===== src/rtl/mult_booth32.sv =====
// Iterative radix-2 Booth signed multiplier.
// One add/sub and one arithmetic shift happen per RUN cycle. Each operation takes
// exactly WIDTH RUN cycles, and then there is a single DONE cycle in which rdy pulses.
//
// Handshake: start_mult is sampled on a rising edge only in IDLE or DONE. The operands
// are captured on that same edge. rdy_mult is high for exactly one cycle (DONE), and
// out_mult/ovf_mult hold from that cycle until the next completion or reset.
// dbg_state_mult exposes the FSM state for checkers.
module mult_booth32 #(
    parameter int WIDTH = 32,
    parameter int CNT_W = 6
) (
    input  logic             clock_mult,
    input  logic             resetn_mult,
    input  logic             start_mult,
    input  logic [WIDTH-1:0] in1_mult,
    input  logic [WIDTH-1:0] in2_mult,
    output logic             busy_mult,
    output logic             rdy_mult,
    output logic [WIDTH-1:0] out_mult,
    output logic             ovf_mult,
    output logic [1:0]       dbg_state_mult
);

    typedef enum logic [1:0] {
        S_IDLE = 2'd0,
        S_RUN  = 2'd1,
        S_DONE = 2'd2
    } state_t;

    state_t           r_state;
    logic [CNT_W-1:0] r_cnt;
    logic [WIDTH-1:0] r_m;
    logic [WIDTH:0]   r_acc;    // one extra bit so that -M of the most negative M fits
    logic [WIDTH-1:0] r_q;
    logic             r_q1;
    logic             r_busy;
    logic             r_rdy;
    logic [WIDTH-1:0] r_out;
    logic             r_ovf;

    logic [WIDTH:0]   w_m_ext;
    logic [WIDTH:0]   w_sum;
    logic [WIDTH:0]   w_acc_nxt;
    logic [WIDTH-1:0] w_q_nxt;
    logic             w_q1_nxt;
    logic             w_ovf;
    logic             w_last;

    // One Booth step: conditional add/sub of M, then an arithmetic right shift of {ACC,Q,q_1}
    always_comb begin
        w_m_ext = {r_m[WIDTH-1], r_m};
        w_sum   = r_acc;
        case ({r_q[0], r_q1})
            2'b01:   w_sum = r_acc + w_m_ext;
            2'b10:   w_sum = r_acc - w_m_ext;
            default: w_sum = r_acc;
        endcase
        w_acc_nxt = {w_sum[WIDTH], w_sum[WIDTH:1]};
        w_q_nxt   = {w_sum[0], r_q[WIDTH-1:1]};
        w_q1_nxt  = r_q[0];
        // The product fits in {ACC[W-1:0],Q}. It fits in W bits only when the high half is all sign.
        w_ovf     = (w_acc_nxt[WIDTH-1:0] != {WIDTH{w_q_nxt[WIDTH-1]}});
        w_last    = (r_cnt == CNT_W'(WIDTH - 1));
    end

    // Control FSM and datapath registers; reset aborts any operation in progress
    always_ff @(posedge clock_mult) begin
        if (!resetn_mult) begin
            r_state <= S_IDLE;
            r_cnt   <= '0;
            r_m     <= '0;
            r_acc   <= '0;
            r_q     <= '0;
            r_q1    <= 1'b0;
            r_busy  <= 1'b0;
            r_rdy   <= 1'b0;
            r_out   <= '0;
            r_ovf   <= 1'b0;
        end else begin
            case (r_state)
                S_IDLE, S_DONE: begin
                    r_rdy <= 1'b0;
                    if (start_mult) begin
                        r_m     <= in1_mult;
                        r_acc   <= '0;
                        r_q     <= in2_mult;
                        r_q1    <= 1'b0;
                        r_cnt   <= '0;
                        r_busy  <= 1'b1;
                        r_state <= S_RUN;
                    end else begin
                        r_state <= S_IDLE;
                    end
                end
                S_RUN: begin
                    r_acc <= w_acc_nxt;
                    r_q   <= w_q_nxt;
                    r_q1  <= w_q1_nxt;
                    r_cnt <= r_cnt + CNT_W'(1);
                    if (w_last) begin
                        r_out   <= w_q_nxt;
                        r_ovf   <= w_ovf;
                        r_rdy   <= 1'b1;
                        r_busy  <= 1'b0;
                        r_state <= S_DONE;
                    end
                end
                default: begin
                    r_busy  <= 1'b0;
                    r_rdy   <= 1'b0;
                    r_state <= S_IDLE;
                end
            endcase
        end
    end

    assign busy_mult      = r_busy;
    assign rdy_mult       = r_rdy;
    assign out_mult       = r_out;
    assign ovf_mult       = r_ovf;
    assign dbg_state_mult = r_state;

endmodule

===== config.mk =====
export PLATFORM = sky130hd
export DESIGN_NAME = mult_booth32
export DESIGN_NICKNAME = d
export VERILOG_FILES = /design/src/rtl/mult_booth32.sv
export SDC_FILE = /design/constraint.sdc
export NUM_CORES = 1
export LEC_CHECK = 0
export BUFFER_PORTS_ARGS = -buffer_cell sky130_fd_sc_hd__buf_2
export CAP_MARGIN = 25
export CORE_MARGIN = 2
export CORE_UTILIZATION = 30
export DETAILED_ROUTE_END_ITERATION = 10
export HOLD_SLACK_MARGIN = 0.05
export PLACE_DENSITY_LB_ADDON = 0.15
export SETUP_SLACK_MARGIN = 0.3
export SLEW_MARGIN = 10
export SYNTH_ARGS = -nofsm -noshare
export SYNTH_HDL_FRONTEND = slang
export SYNTH_SLANG_ARGS = --single-unit

===== constraint.sdc =====
create_clock -name clock_mult -period 5.1 [get_ports clock_mult]
set_clock_uncertainty 0.1 [all_clocks]
set_input_delay 1.02 -clock clock_mult [delete_from_list [all_inputs] [get_ports clock_mult]]
set_output_delay 1.02 -clock clock_mult [all_outputs]
set_load 0.02 [all_outputs]

==> results of run 1 <==
logic make-up after synthesis:
family,after synthesis,synth area share (%)
and+or+nand+nor,391,21.6
buffers and inverters,81,3.69
AOI/OAI and AO/OA,328,27.1
DFF,140,33.8
muxes,23,2.84
xor gates and xnor gates,51,5.48
adders and majority gates,36,5.53
worst min-delay path, stage by stage, from the launching register on:
cell and delay [ps]:
sky130_fd_sc_hd__dfxtp_1 320, sky130_fd_sc_hd__nand2_1 40, sky130_fd_sc_hd__o21ai_0 60
cells in the mapped netlist, drive strengths merged, types with 19 or more instances:
| cell | number |
|---|---|
| nor2 | 55 |
| ha | 35 |
| nor3 | 19 |
| o21ai | 54 |
| dfxtp | 140 |
| xnor2 | 40 |
| nand2 | 227 |
| mux2i | 19 |
| a22oi | 34 |
| a21oi | 53 |
| a21boi | 99 |
| clkbuf | 55 |
through the flow:
step	cells	setup slack [ps]	area, sq um	util (%)	power, mW
final	1510	464	10200	37.6	3.25
after global routing	1509	267	10200	37.6	3.42
after CTS	1495	327	9880	36.5	3.23
after detailed placement	1464	303	9260	34.3	1.90
after global placement	1464	396	9260	34.3	1.90
after floorplan	1050	467	8290	-	1.70
power breakdown:
| group | internal [mW] | total, mW | switching, mW |
|---|---|---|---|
| registers | 1.14 | 1.18 | 0.0433 |
| clock network | 0.744 | 1.32 | 0.571 |
| logic | 0.325 | 0.759 | 0.434 |
| total | 2.20 | 3.25 | 1.05 |
state kept, by name, summed over array words and instances, names as in the netlist, 2 cells and up:
register,count
r_acc,32
out_mult,32
r_m,32
dbg_state_mult,2
r_cnt,6
r_q,32
how the worst min path moves through the flow:
stage	to	from	cells past startpoint	slack, ps
after floorplan	r_acc[0]	r_acc[0]	2	330
after global placement	rdy_mult	rdy_mult	2	350
after detailed placement	r_acc[0]	r_acc[0]	2	350
after CTS	out_mult[5]	out_mult[5]	2	360
after global routing	out_mult[30]	out_mult[30]	2	390
final	r_acc[0]	r_acc[0]	2	360
repair_timing:
| item | CTS | global route |
|---|---|---|
| endpoints found under the setup margin | 1 | 1 |
| hold buffers | 0 | 0 |
| gates resized for setup | 4 | 45 |
| buffers inserted | 0 | 14 |
| pin swaps | 0 | 31 |
area by class of cell:
cell class | count | area, sq um | share of cell area, %
Inverter | 19 | 71.3 | 0.701
Tap cell | 341 | 427 | 4.19
Multi-Input combinational cell | 829 | 5400 | 53.1
Clock inverter | 14 | 178 | 1.75
Timing Repair Buffer | 149 | 865 | 8.50
Sequential cell | 140 | 2800 | 27.5
Antenna cell | 1 | 2.50 | 0.0246
Clock buffer | 17 | 425 | 4.18
cells in the final DEF, fill, tap and decap left out, types with 18 or more instances in the layout:
master,n
sky130_fd_sc_hd__xnor2_1,39
sky130_fd_sc_hd__nor2_1,50
sky130_fd_sc_hd__nand2_1,224
sky130_fd_sc_hd__a22oi_1,33
sky130_fd_sc_hd__mux2i_1,19
sky130_fd_sc_hd__a21boi_0,98
sky130_fd_sc_hd__inv_1,18
sky130_fd_sc_hd__a21oi_1,46
sky130_fd_sc_hd__buf_2,103
sky130_fd_sc_hd__buf_4,45
sky130_fd_sc_hd__ha_1,31
sky130_fd_sc_hd__o21ai_0,44
sky130_fd_sc_hd__dfxtp_1,140
routing by layer:
metal | vias up | share of wire [%] | track usage [%]
li1 | 3959 | - | -
met1 | 3621 | 48 | 22.4
met2 | 149 | 46 | 28.8
met3 | 28 | 5.1 | 4.56
met4 | 0 | 1.5 | 4.46
met5 | - | 0 | 0
==> summary by stage, run 1 <==
Layout
After the last flow step, the layout net total stands at 1259. Counting the fill cells in the layout gives 2865. Relative to the synthesized area, the layout overhead comes to 22.8%. The post-route netlist has 20.2% of its cells at a drive strength greater than 1.

Place
The congestion estimate from routability-driven global placement came to 0.858. The count of input and output buffers is 103. Once detailed placement completed, the half-perimeter wirelength came to 17800 um.

STA
The final-report hold violation count was 0. Derived from the worst setup path, the maximum achievable clock frequency is 216 MHz. The number of failing setup endpoints in the final timing report is 0. After layout, the minimum clock period comes to 4640 ps. The number of pins exceeding their max-slew limit in the final report came to 0. The final cycle utilization of the critical path is 90.9%. At the pin with the least slew margin, the transition time is 1020 ps.

The normalized max-slew margin is 31.8%. Hold is met by 356 ps. Setup repair after global routing could not meet its margin everywhere.

Setup total negative slack on the finished layout was measured at 0 ps.

Critical path
Together, buffers and inverters on the worst path number 3. The longest individual stage delay on the worst path is 580 ps. The cell family contributing the most delay on the critical path is simple AND/OR/NAND/NOR gates.

The worst setup path startpoint is r_m[6]. The slack of the worst reg-to-reg path is 460 ps. The cell that appears most often on the critical path is sky130_fd_sc_hd__buf_4. The critical path goes through or4_4 > nor2_4 > nor4b_4 > buf_4 > buf_4 > a21oi_1 > xnor2_1 > ha_2 > and3_4 > a2bb2oi_1 > a21oi_1 > or2_2 > o21a_1 > o31ai_4 > nand2_1 > nand4bb_1 > nor4b_2 > buf_4 > o2111ai_1 > o211a_1. For the worst setup path, the data required time is 5320 ps. The data arrival time at the worst-slack endpoint is 4860 ps. The kind of end point of the critical path is a flip-flop. The critical path class is reg -> reg. The type of origin of the critical path is a flip-flop.

In this run the critical register-to-register path is launched from r_m[6]. The logic depth of the worst setup path including buffers is 20. The maximum fanout along the worst path is 7. Following the worst setup path forward leads to its endpoint at ovf_mult. The capture instance of the worst register-to-register path is ovf_mult. The slowest stage of the critical path is the sky130_fd_sc_hd__or4_4 cell.

For the worst flop-to-flop path, the logic depth is 20.

Detailed routing
The DRC violation total after the first TritonRoute iteration is 345. For this block, the routed nets add up to 25100 um of wire. The first-pass iteration count of the detailed router is 5. After detailed routing, the number of remaining DRC violations is 0. The ratio of routed vias to standard cells is 5.14. The remaining antenna violation count is 0. Dividing the detail-routed wire length by the instance count gives 16.6 um.

The total via count after detailed routing is 7757.

Global route
The first global-routing pass estimated 40200 um of wire. The number of global-route vias before repair is 7506. The maximum number of pins on one net before global-route repair is 67.

The total overflow reported by the global router is 0. Global routing consumed, over all layers together, 17.4% of the routing resources. The number of antenna violations at the first check in global routing is 1.

Power
The worst-case IR drop observed on VDD is 0.167 mV. In this run the power density over the cells is 320 mW/mm^2. Summed over all cells, the static leakage comes to 3.97 nW.

Logic synthesis
The synthesized area per cell is 7.89 sq um. The post-synthesis instance total is 1050. The share of synthesized registers carrying an async set or reset is 0%. The flip-flop and latch count after synthesis is 140.

The synthesized area is 0.00828 sq mm. By area the synthesized netlist is led by sky130_fd_sc_hd__dfxtp_1 34%, sky130_fd_sc_hd__nand2_1 10%, sky130_fd_sc_hd__a21boi_0 9.0%, sky130_fd_sc_hd__ha_1 5.3%, sky130_fd_sc_hd__xnor2_1 4.2%. Summed over its instances, the top area cell type makes up 33.8% of the synthesized netlist area. The post-synthesis cell type count is 69. When the netlist entered floorplanning its net count stood at 1153. Yosys mapped a number of flops with a built-in enable equal to 0. After synthesis, flip-flops and latches occupy 33.8% of the total area.

For this run, the number of Yosys warnings is 0. sky130_fd_sc_hd__dfxtp_1 takes more of the synthesized area than any other cell. The most used flip-flop cell after synthesis is sky130_fd_sc_hd__dfxtp_1.

Clock tree
The register clock-pin slew on the reported worst setup and hold paths is 70 ps. The clock reaches the later pin of the worst-skew pair after 430 ps. The clock tree root driver cell is sky130_fd_sc_hd__clkbuf_16.

The maximum number of buffers from clock root to sink is 2. The clock tree from TritonCTS is built. Counting the buffers created by CTS gives 17.

The H-tree was split into 4 levels. The count of clock tree sinks is 140.

Floorplanning
The floorplan row count is 60. Pin placement for this block handled 104 I/O pins. In this run the vertical extent of the chip is 170 um. The die is 170 um wide.

The core region is 0.0270 sq mm. The initial standard-cell utilization of the core is 30.7%. The die covers 0.0290 sq mm.

Min path
The worst min-delay path category is reg -> reg.

Run status
The flow ran to the end, and the final reports show no timing, DRC or antenna violations.

Run
The total of max-cap violations is 0.
(Power assumes the default switching activity.)
==> inputs of run 2 (changes only) <==
--- a/config.mk
+++ b/config.mk
@@ -7,8 +7,10 @@
 export LEC_CHECK = 0
 export BUFFER_PORTS_ARGS = -buffer_cell sky130_fd_sc_hd__buf_2
 export CAP_MARGIN = 25
-export CORE_MARGIN = 2
+export CELL_PAD_IN_SITES_DETAIL_PLACEMENT = 0
+export CELL_PAD_IN_SITES_GLOBAL_PLACEMENT = 1
 export CORE_UTILIZATION = 30
+export CTS_CLUSTER_SIZE = 20
 export DETAILED_ROUTE_END_ITERATION = 10
 export HOLD_SLACK_MARGIN = 0.05
 export PLACE_DENSITY_LB_ADDON = 0.15
==> run 2 against run 1 <==
Compared with the run above: via count is 0.80% lower; wire length is 1.5% higher; critical endpoint unchanged; first-iteration DRC count is 9.6% higher; largest cell class unchanged; setup slack worse by 39 ps; largest power group unchanged; sequential power hardly changed; non-clock buffer count is 8 lower.
==> summary by stage, run 2 (synthesized netlist as in run 1, its figures left out) <==
Layout
The final non-filler cell area came to 0.0101 sq mm (-1.1%). The number of fill cells in the layout is 2874 (+0.31%). The share of layout cells above drive strength 1 is 19.4% (-0.83 points). Leaving out fill and tap cells, the most frequent cell in the layout is sky130_fd_sc_hd__nand2_1.

The diode insertion count for antenna repair was 0 (-1). The library cells used most frequently in the layout, excluding fill and tap cells, are 225 x sky130_fd_sc_hd__nand2_1, 139 x sky130_fd_sc_hd__dfxtp_1, 103 x sky130_fd_sc_hd__buf_2. The final-stage net count came to 1251 (-0.64%).

The area growth from synthesis to layout is 21.4%.

Clock tree
The CTS buffer count is 17 (unchanged). The clock tree root driver cell is sky130_fd_sc_hd__clkbuf_16. TritonCTS built the clock tree.

The hold buffer count at cts is 0 (unchanged). The H-tree depth reported by CTS is 4 (unchanged). The count of clock tree sinks is 140 (unchanged). The register clock-pin slew on the reported worst setup and hold paths is 70 ps (about the same). The clock latency on the worst-skew pair is 430 ps (about the same). The maximum number of buffers from clock root to sink is 2 (unchanged).

Detailed routing
The routed length per placed instance is 16.9 um (+2.0%). The DRC violation total after the first TritonRoute iteration is 378 (+9.6%). The aggregate routed wire length is 25400 um (+1.5%). The number of remaining DRC errors is 0 (unchanged). The remaining antenna violation count is 0 (unchanged). The ratio of routed vias to standard cells is 5.12 (-0.27%). The total via count after detailed routing was 7695 (-0.80%). The first-pass iteration count of the detailed router is 5 (unchanged).

Global route
The global-route wire length before repair was 41100 um (+2.1%). The number of global-route vias before repair is 7509 (+0.040%). The overall global routing resource usage was 18.4% (+1.0 points). The maximum number of pins on one net before global-route repair is 89 (+33%). The total overflow reported by the global router came to 0 (unchanged). The number of antenna violations at the first check in global routing is 2 (+1).

STA
The fmax is 214 MHz (-0.84%). Setup repair after global routing could not meet its margin everywhere. The number of pins exceeding their max-slew limit in the final report came to 0 (unchanged). The final-report hold violation count came to 0 (unchanged). The sum of negative setup slack came to 0 ps (unchanged). The final cycle utilization of the critical path is 91.7% (+0.77 points). The transition time at the pin with the least slew margin is 958 ps (-63.0 ps). The clock period minus final worst setup slack is 4680 ps (+39.2 ps). The number of failing setup endpoints in the final timing report is 0 (unchanged). The normalized max-slew margin is 36.1% (+4.3 points).

Critical path
Counting stages on the worst path, the most repeated cell is sky130_fd_sc_hd__buf_4. The slowest stage of the critical path belongs to the cell sky130_fd_sc_hd__or4_4. The signal on the critical path passes through or4_4 > nor2_4 > nor4b_4 > buf_4 > and2_4 > buf_4 > nor2_1 > xnor2_1 > ha_4 > and2_1 > o21ai_0 > a21oi_1 > or2_2 > o21a_1 > or4_1 > o211ai_1 > nand4_1 > mux2i_1 > buf_4 > o2111ai_1 > o211a_1. The critical path in this run is classified as reg -> reg. The longest individual stage delay on the worst path is 580 ps (about the same). The data required time of the critical path was 5320 ps (about the same). The data arrival time at the worst-slack endpoint is 4890 ps (+30 ps).

The maximum fanout along the worst path is 6 (-1). The type of origin of the critical path is a flip-flop. STA classifies the critical path endpoint as a flip-flop.

Power
The static power due to leakage came to 3.94 nW (-0.77%). The power per unit of standard cell area came to 317 mW/mm^2 (-0.97%). The maximum vdd ir drop came to 0.186 mV (+12%).

Floorplanning
The vertical die dimension came to 168 um (-1.2%). The overall die area is 0.0283 sq mm (-2.3%). The initial standard-cell utilization of the core is 30.7% (unchanged). The area of the core is 0.0270 sq mm (unchanged). The floorplan row count was 60 (unchanged).

The overall die width came to 168 um (-1.2%). The number of primary I/O pins is 104 (unchanged).

Run status
The run finished with clean final reports.

Place
The routability-driven placement congestion ratio is 0.858 (about the same). The count of input and output buffers came to 103 (unchanged). The standard cell area after detailed placement is 0.00929 sq mm (+0.34%). The detailed placement HPWL is 18400 um (+3.7%).

Min path
The worst min-delay path category is reg -> reg.

Run
The total of max-cap violations was 0 (unchanged).
==> run 2: timing repair <==
action | 4_1_cts | 5_1_grt
gates cloned | 0 | 0
buffers inserted | 0 | 2
endpoints found under the setup margin | 1 | 1
pin swaps | 4 | 14
resized for setup | 4 | 37
==> run 2: through the flow <==
stage / power (mW) / setup slack (ps) / std cells / hold slack (ps) / util, %
2_1_floorplan: 1.70 / 467 / 1050 / 325 / -
3_3_place_gp: 1.92 / 251 / 1468 / 350 / 34.4
3_5_place_dp: 1.92 / 235 / 1468 / 357 / 34.4
4_1_cts: 3.20 / 314 / 1500 / 367 / 36.6
5_1_grt: 3.36 / 241 / 1502 / 387 / 37.2
6_report: 3.18 / 425 / 1502 / 362 / 37.2
==> run 2: area by class of cell <==
type / instances / area, sq um / share of cell area (%)
Clock buffer: 18 / 439 / 4.37
Clock inverter: 14 / 153 / 1.52
Inverter: 19 / 71.3 / 0.709
Multi-Input combinational cell: 829 / 5360 / 53.3
Sequential cell: 140 / 2800 / 27.9
Tap cell: 341 / 427 / 4.24
Timing Repair Buffer: 141 / 805 / 8.00
==> run 2: routing by layer <==
metal / GRT usage (%) / share of wire, %
met5: 0 / 0.051
met4: 5.30 / 1.4
met3: 4.00 / 4.5
met2: 29.1 / 44
met1: 25.1 / 50
==> run 2: worst paths after layout <==
path	start	endpoint	slack, ps	cells past startpoint
setup / recovery	r_m[6]	ovf_mult	420	21
hold / removal	out_mult[22]	out_mult[22]	360	2
setup reg to reg	r_m[6]	ovf_mult	420	21
hold reg to reg	out_mult[22]	out_mult[22]	360	2
==> run 2: worst max-delay path: cells and delay by family (launching register included) <==
| family | cells | cell delay [ps] |
|---|---|---|
| AND/OR/NAND/NOR | 9 | 2130 |
| multiplexers | 1 | 160 |
| flip-flops | 1 | 340 |
| adder cells (fa/ha/maj) | 1 | 280 |
| buffers and inverters | 3 | 440 |
| AO/OA/AOI/OAI | 6 | 830 |
| XOR/XNOR | 1 | 270 |
==> run 2: where the power goes <==
part	leakage [nW]	switching (mW)	internal, mW
logic	2.52	0.431	0.309
clock network	0.282	0.559	0.706
registers	1.14	0.0444	1.14
==> inputs of run 3 (changes only) <==
==> constraint.sdc (replaced) <==
create_clock -name clock_mult -period 4.3 [get_ports clock_mult]
set_clock_uncertainty 0.1 [all_clocks]
set_input_delay 0.43 -clock clock_mult [delete_from_list [all_inputs] [get_ports clock_mult]]
set_output_delay 0.43 -clock clock_mult [all_outputs]
set_load 0.02 [all_outputs]
==> run 3 against run 2 <==
Compared with the run above: the run now ends with setup timing left; critical path type unchanged; critical endpoint unchanged; largest cell class unchanged; wire length up 4.4%; sequential cell count stayed put; sequential share of layout area fell by 3.0 points; highest routed layer is now met4.
==> summary by stage, run 3 (synthesized netlist as in run 1, its figures left out) <==
Global route
The global-route track usage on met1 is 25.0% (-0.10 points). The number of antenna violations at the first check in global routing was 0 (-2). met2 is the most crowded layer. The number of global-route vias before repair is 8083 (+7.6%). The total overflow reported by the global router is 0 (unchanged).

The global-route wire length before repair is 42900 um (+4.6%). The overall global routing resource usage is 19.1% (+0.70 points). The met2 track demand over resource is 31.5% (+2.4 points). The maximum number of pins on one net before global-route repair is 67 (-25%). The met3 track utilization from global routing is 4.44% (+0.45 points).

Critical path
The type of origin of the critical path is a flip-flop. The data arrival time at the worst-slack endpoint is 4680 ps (-210 ps). The kind of end point of the critical path is a flip-flop. The maximum fanout along the worst path was 5 (-1). The critical path is of the reg -> reg type.

The data required time of the critical path is 4520 ps (-800 ps).

Floorplanning
The overall die area is 0.0283 sq mm (unchanged). The overall die width is 168 um (unchanged). The number of primary I/O pins is 104 (unchanged). The floorplan row count is 60 (unchanged).

The area of the core is 0.0270 sq mm (unchanged). The initial standard-cell utilization of the core is 30.7% (unchanged). The vertical die dimension came to 168 um (unchanged).

Layout
The area occupied by multi-input gates is 0.00557 sq mm (+3.9%). The diode insertion count for antenna repair is 0 (unchanged). The final non-filler cell area was 0.0113 sq mm (+12%). The non-filler instance count after layout was 1632 (+8.7%). The number of fill cells in the layout is 2824 (-1.7%). The final-stage net count is 1381 (+10%). The commonest non-fill, non-tap cell in the layout is sky130_fd_sc_hd__nand2_1. The share of layout cells above drive strength 1 came to 30.8% (+11 points). The area used by sequential logic in the layout came to 0.00281 sq mm (about the same).

The top cell types in the final layout, fill and taps aside, are 221 x sky130_fd_sc_hd__nand2_1, 162 x sky130_fd_sc_hd__buf_4, 138 x sky130_fd_sc_hd__dfxtp_1. The area growth from synthesis to final layout is 35.9%.

Power
The total internal power is 2.65 mW (+23%). The share of power burned in combinational logic came to 28.1% (+4.9 points). The power per unit of standard cell area was 350 mW/mm^2 (+11%). The maximum vdd ir drop is 0.263 mV (+41%). The static power due to leakage is 4.60 nW (+17%). The switching share of power is 32.9% (+0.37 points).

The sequential share of power came to 35.3% (-1.7 points). The clock network power share is 36.6% (-3.1 points). The post-layout total power is 3.94 mW (+24%).

The switching component of the power was 1.30 mW (+25%).

Clock tree
The clock latency on the worst-skew pair was 420 ps (about the same). The H-tree depth reported by CTS is 4 (unchanged). The clock tree root driver cell is sky130_fd_sc_hd__clkbuf_16. The CTS buffer count came to 17 (unchanged). The clock tree from TritonCTS is built. The count of clock tree sinks is 140 (unchanged). The maximum number of buffers from clock root to sink is 2 (unchanged). The hold buffer count at cts came to 0 (unchanged). The register clock-pin slew on the reported worst setup and hold paths came to 70 ps (about the same).

STA
The normalized max-slew margin was 42.7% (+6.6 points). The worst setup margin was -156 ps (-581 ps). The final-report hold violation count is 0 (unchanged). The clock period minus final worst setup slack was 4460 ps (-219 ps). The final cycle utilization of the critical path is 104% (+12 points). The sum of negative setup slack is -156 ps (-156 ps). Setup repair after global routing could not meet its margin everywhere. The transition time at the pin with the least slew margin came to 857 ps (-101 ps). The number of pins exceeding their max-slew limit in the final report came to 0 (unchanged). The number of failing setup endpoints in the final timing report is 1 (+1). The fmax is 224 MHz (+4.9%).

Run
The total of max-cap violations was 0 (unchanged).

Detailed routing
The first-pass iteration count of the detailed router is 4 (-1). The total via count after detailed routing is 8133 (+5.7%). The DRC violation total after the first TritonRoute iteration is 332 (-12%). The number of remaining DRC errors is 0 (unchanged). The ratio of routed vias to standard cells is 4.98 (-2.7%). The routed length per placed instance came to 16.3 um (-3.9%). The aggregate routed wire length is 26500 um (+4.4%). The remaining antenna violation count is 0 (unchanged).

Place
The number of placed cells counting well taps is 1584 (+7.9%). The count of input and output buffers is 103 (unchanged). The detailed placement HPWL is 19800 um (+7.3%). The routability-driven placement congestion ratio came to 0.870 (+1.3%).

The standard cell area after detailed placement was 0.0102 sq mm (+9.6%).

Min path
The worst min-delay path category is in -> reg.

Run status
The checks that failed: setup timing. The run finished, with violations left.
run 3: cell count changes in the layout (fill, tap and decap cells not counted), sizes merged:
cell	before	now
clkinv	3	5
clkinvlp	3	1
buf	141	271
inv	26	27
bufinv	1	0
run 3: power groups by stage:
stage | registers [mW] | logic, mW | clock network, mW
detailed placement | 1.42 | 1.02 | 0
finish | 1.39 | 1.11 | 1.44
CTS | 1.39 | 1.05 | 1.48
global placement | 1.42 | 1.03 | 0
floorplan | 1.41 | 0.605 | 0
global route | 1.40 | 1.22 | 1.54
run 3: area by class of cell:
class / instances / area share (%)
Inverter: 19 / 0.634
Tap cell: 341 / 3.79
Clock inverter: 14 / 1.34
Sequential cell: 140 / 24.9
Multi-Input combinational cell: 829 / 49.5
Timing Repair Buffer: 271 / 16.0
Clock buffer: 18 / 3.81
run 3: what timing repair did:
action,4_1_cts,5_1_grt
gates resized for setup,32,58
endpoints found under the setup margin,9,16
pin swaps,19,23
gates cloned,0,0
buffers inserted,7,8
run 3: routing by layer:
| layer | wire (um) | vias up |
|---|---|---|
| li1 | - | 4178 |
| met1 | 13100 | 3809 |
| met2 | 12000 | 128 |
| met3 | 1140 | 18 |
| met4 | 276 | 0 |
| met5 | 0 | - |
run 3: final timing paths:
| path | from | slack (ps) | cells after the start | end |
|---|---|---|---|---|
| setup reg to reg | r_m[6] | -160 | 21 | ovf_mult |
| hold reg to reg | out_mult[24] | 360 | 2 | out_mult[24] |
| setup / recovery | r_m[6] | -160 | 21 | ovf_mult |
| hold / removal | in1_mult[28] | 150 | 3 | r_m[28] |
run 3: per-stage QoR:
step	hold slack [ps]	utilization (%)	setup slack (ps)
6_report	149	41.7	-156
5_1_grt	149	41.7	-404
4_1_cts	144	40.5	-172
3_5_place_dp	348	37.7	-275
3_3_place_gp	341	37.7	-312
2_1_floorplan	325	-	37.7
run 3: worst max-delay path, stage by stage (launching register included):
cell and delay [ps]:
sky130_fd_sc_hd__dfxtp_2 320, sky130_fd_sc_hd__or4_4 570, sky130_fd_sc_hd__nor2_4 130, sky130_fd_sc_hd__nor4b_4 180, sky130_fd_sc_hd__buf_4 170, sky130_fd_sc_hd__and2_4 160
sky130_fd_sc_hd__nand2_2 60, sky130_fd_sc_hd__nor2_4 100, sky130_fd_sc_hd__a21oi_2 60, sky130_fd_sc_hd__xnor2_1 140, sky130_fd_sc_hd__ha_1 360, sky130_fd_sc_hd__buf_4 160
sky130_fd_sc_hd__buf_4 140, sky130_fd_sc_hd__nand4_1 140, sky130_fd_sc_hd__inv_1 70, sky130_fd_sc_hd__a311oi_2 300, sky130_fd_sc_hd__xor2_1 170, sky130_fd_sc_hd__o21ai_1 80
sky130_fd_sc_hd__or4_1 530, sky130_fd_sc_hd__mux2i_1 150, sky130_fd_sc_hd__o2111ai_1 120, sky130_fd_sc_hd__o211a_1 140
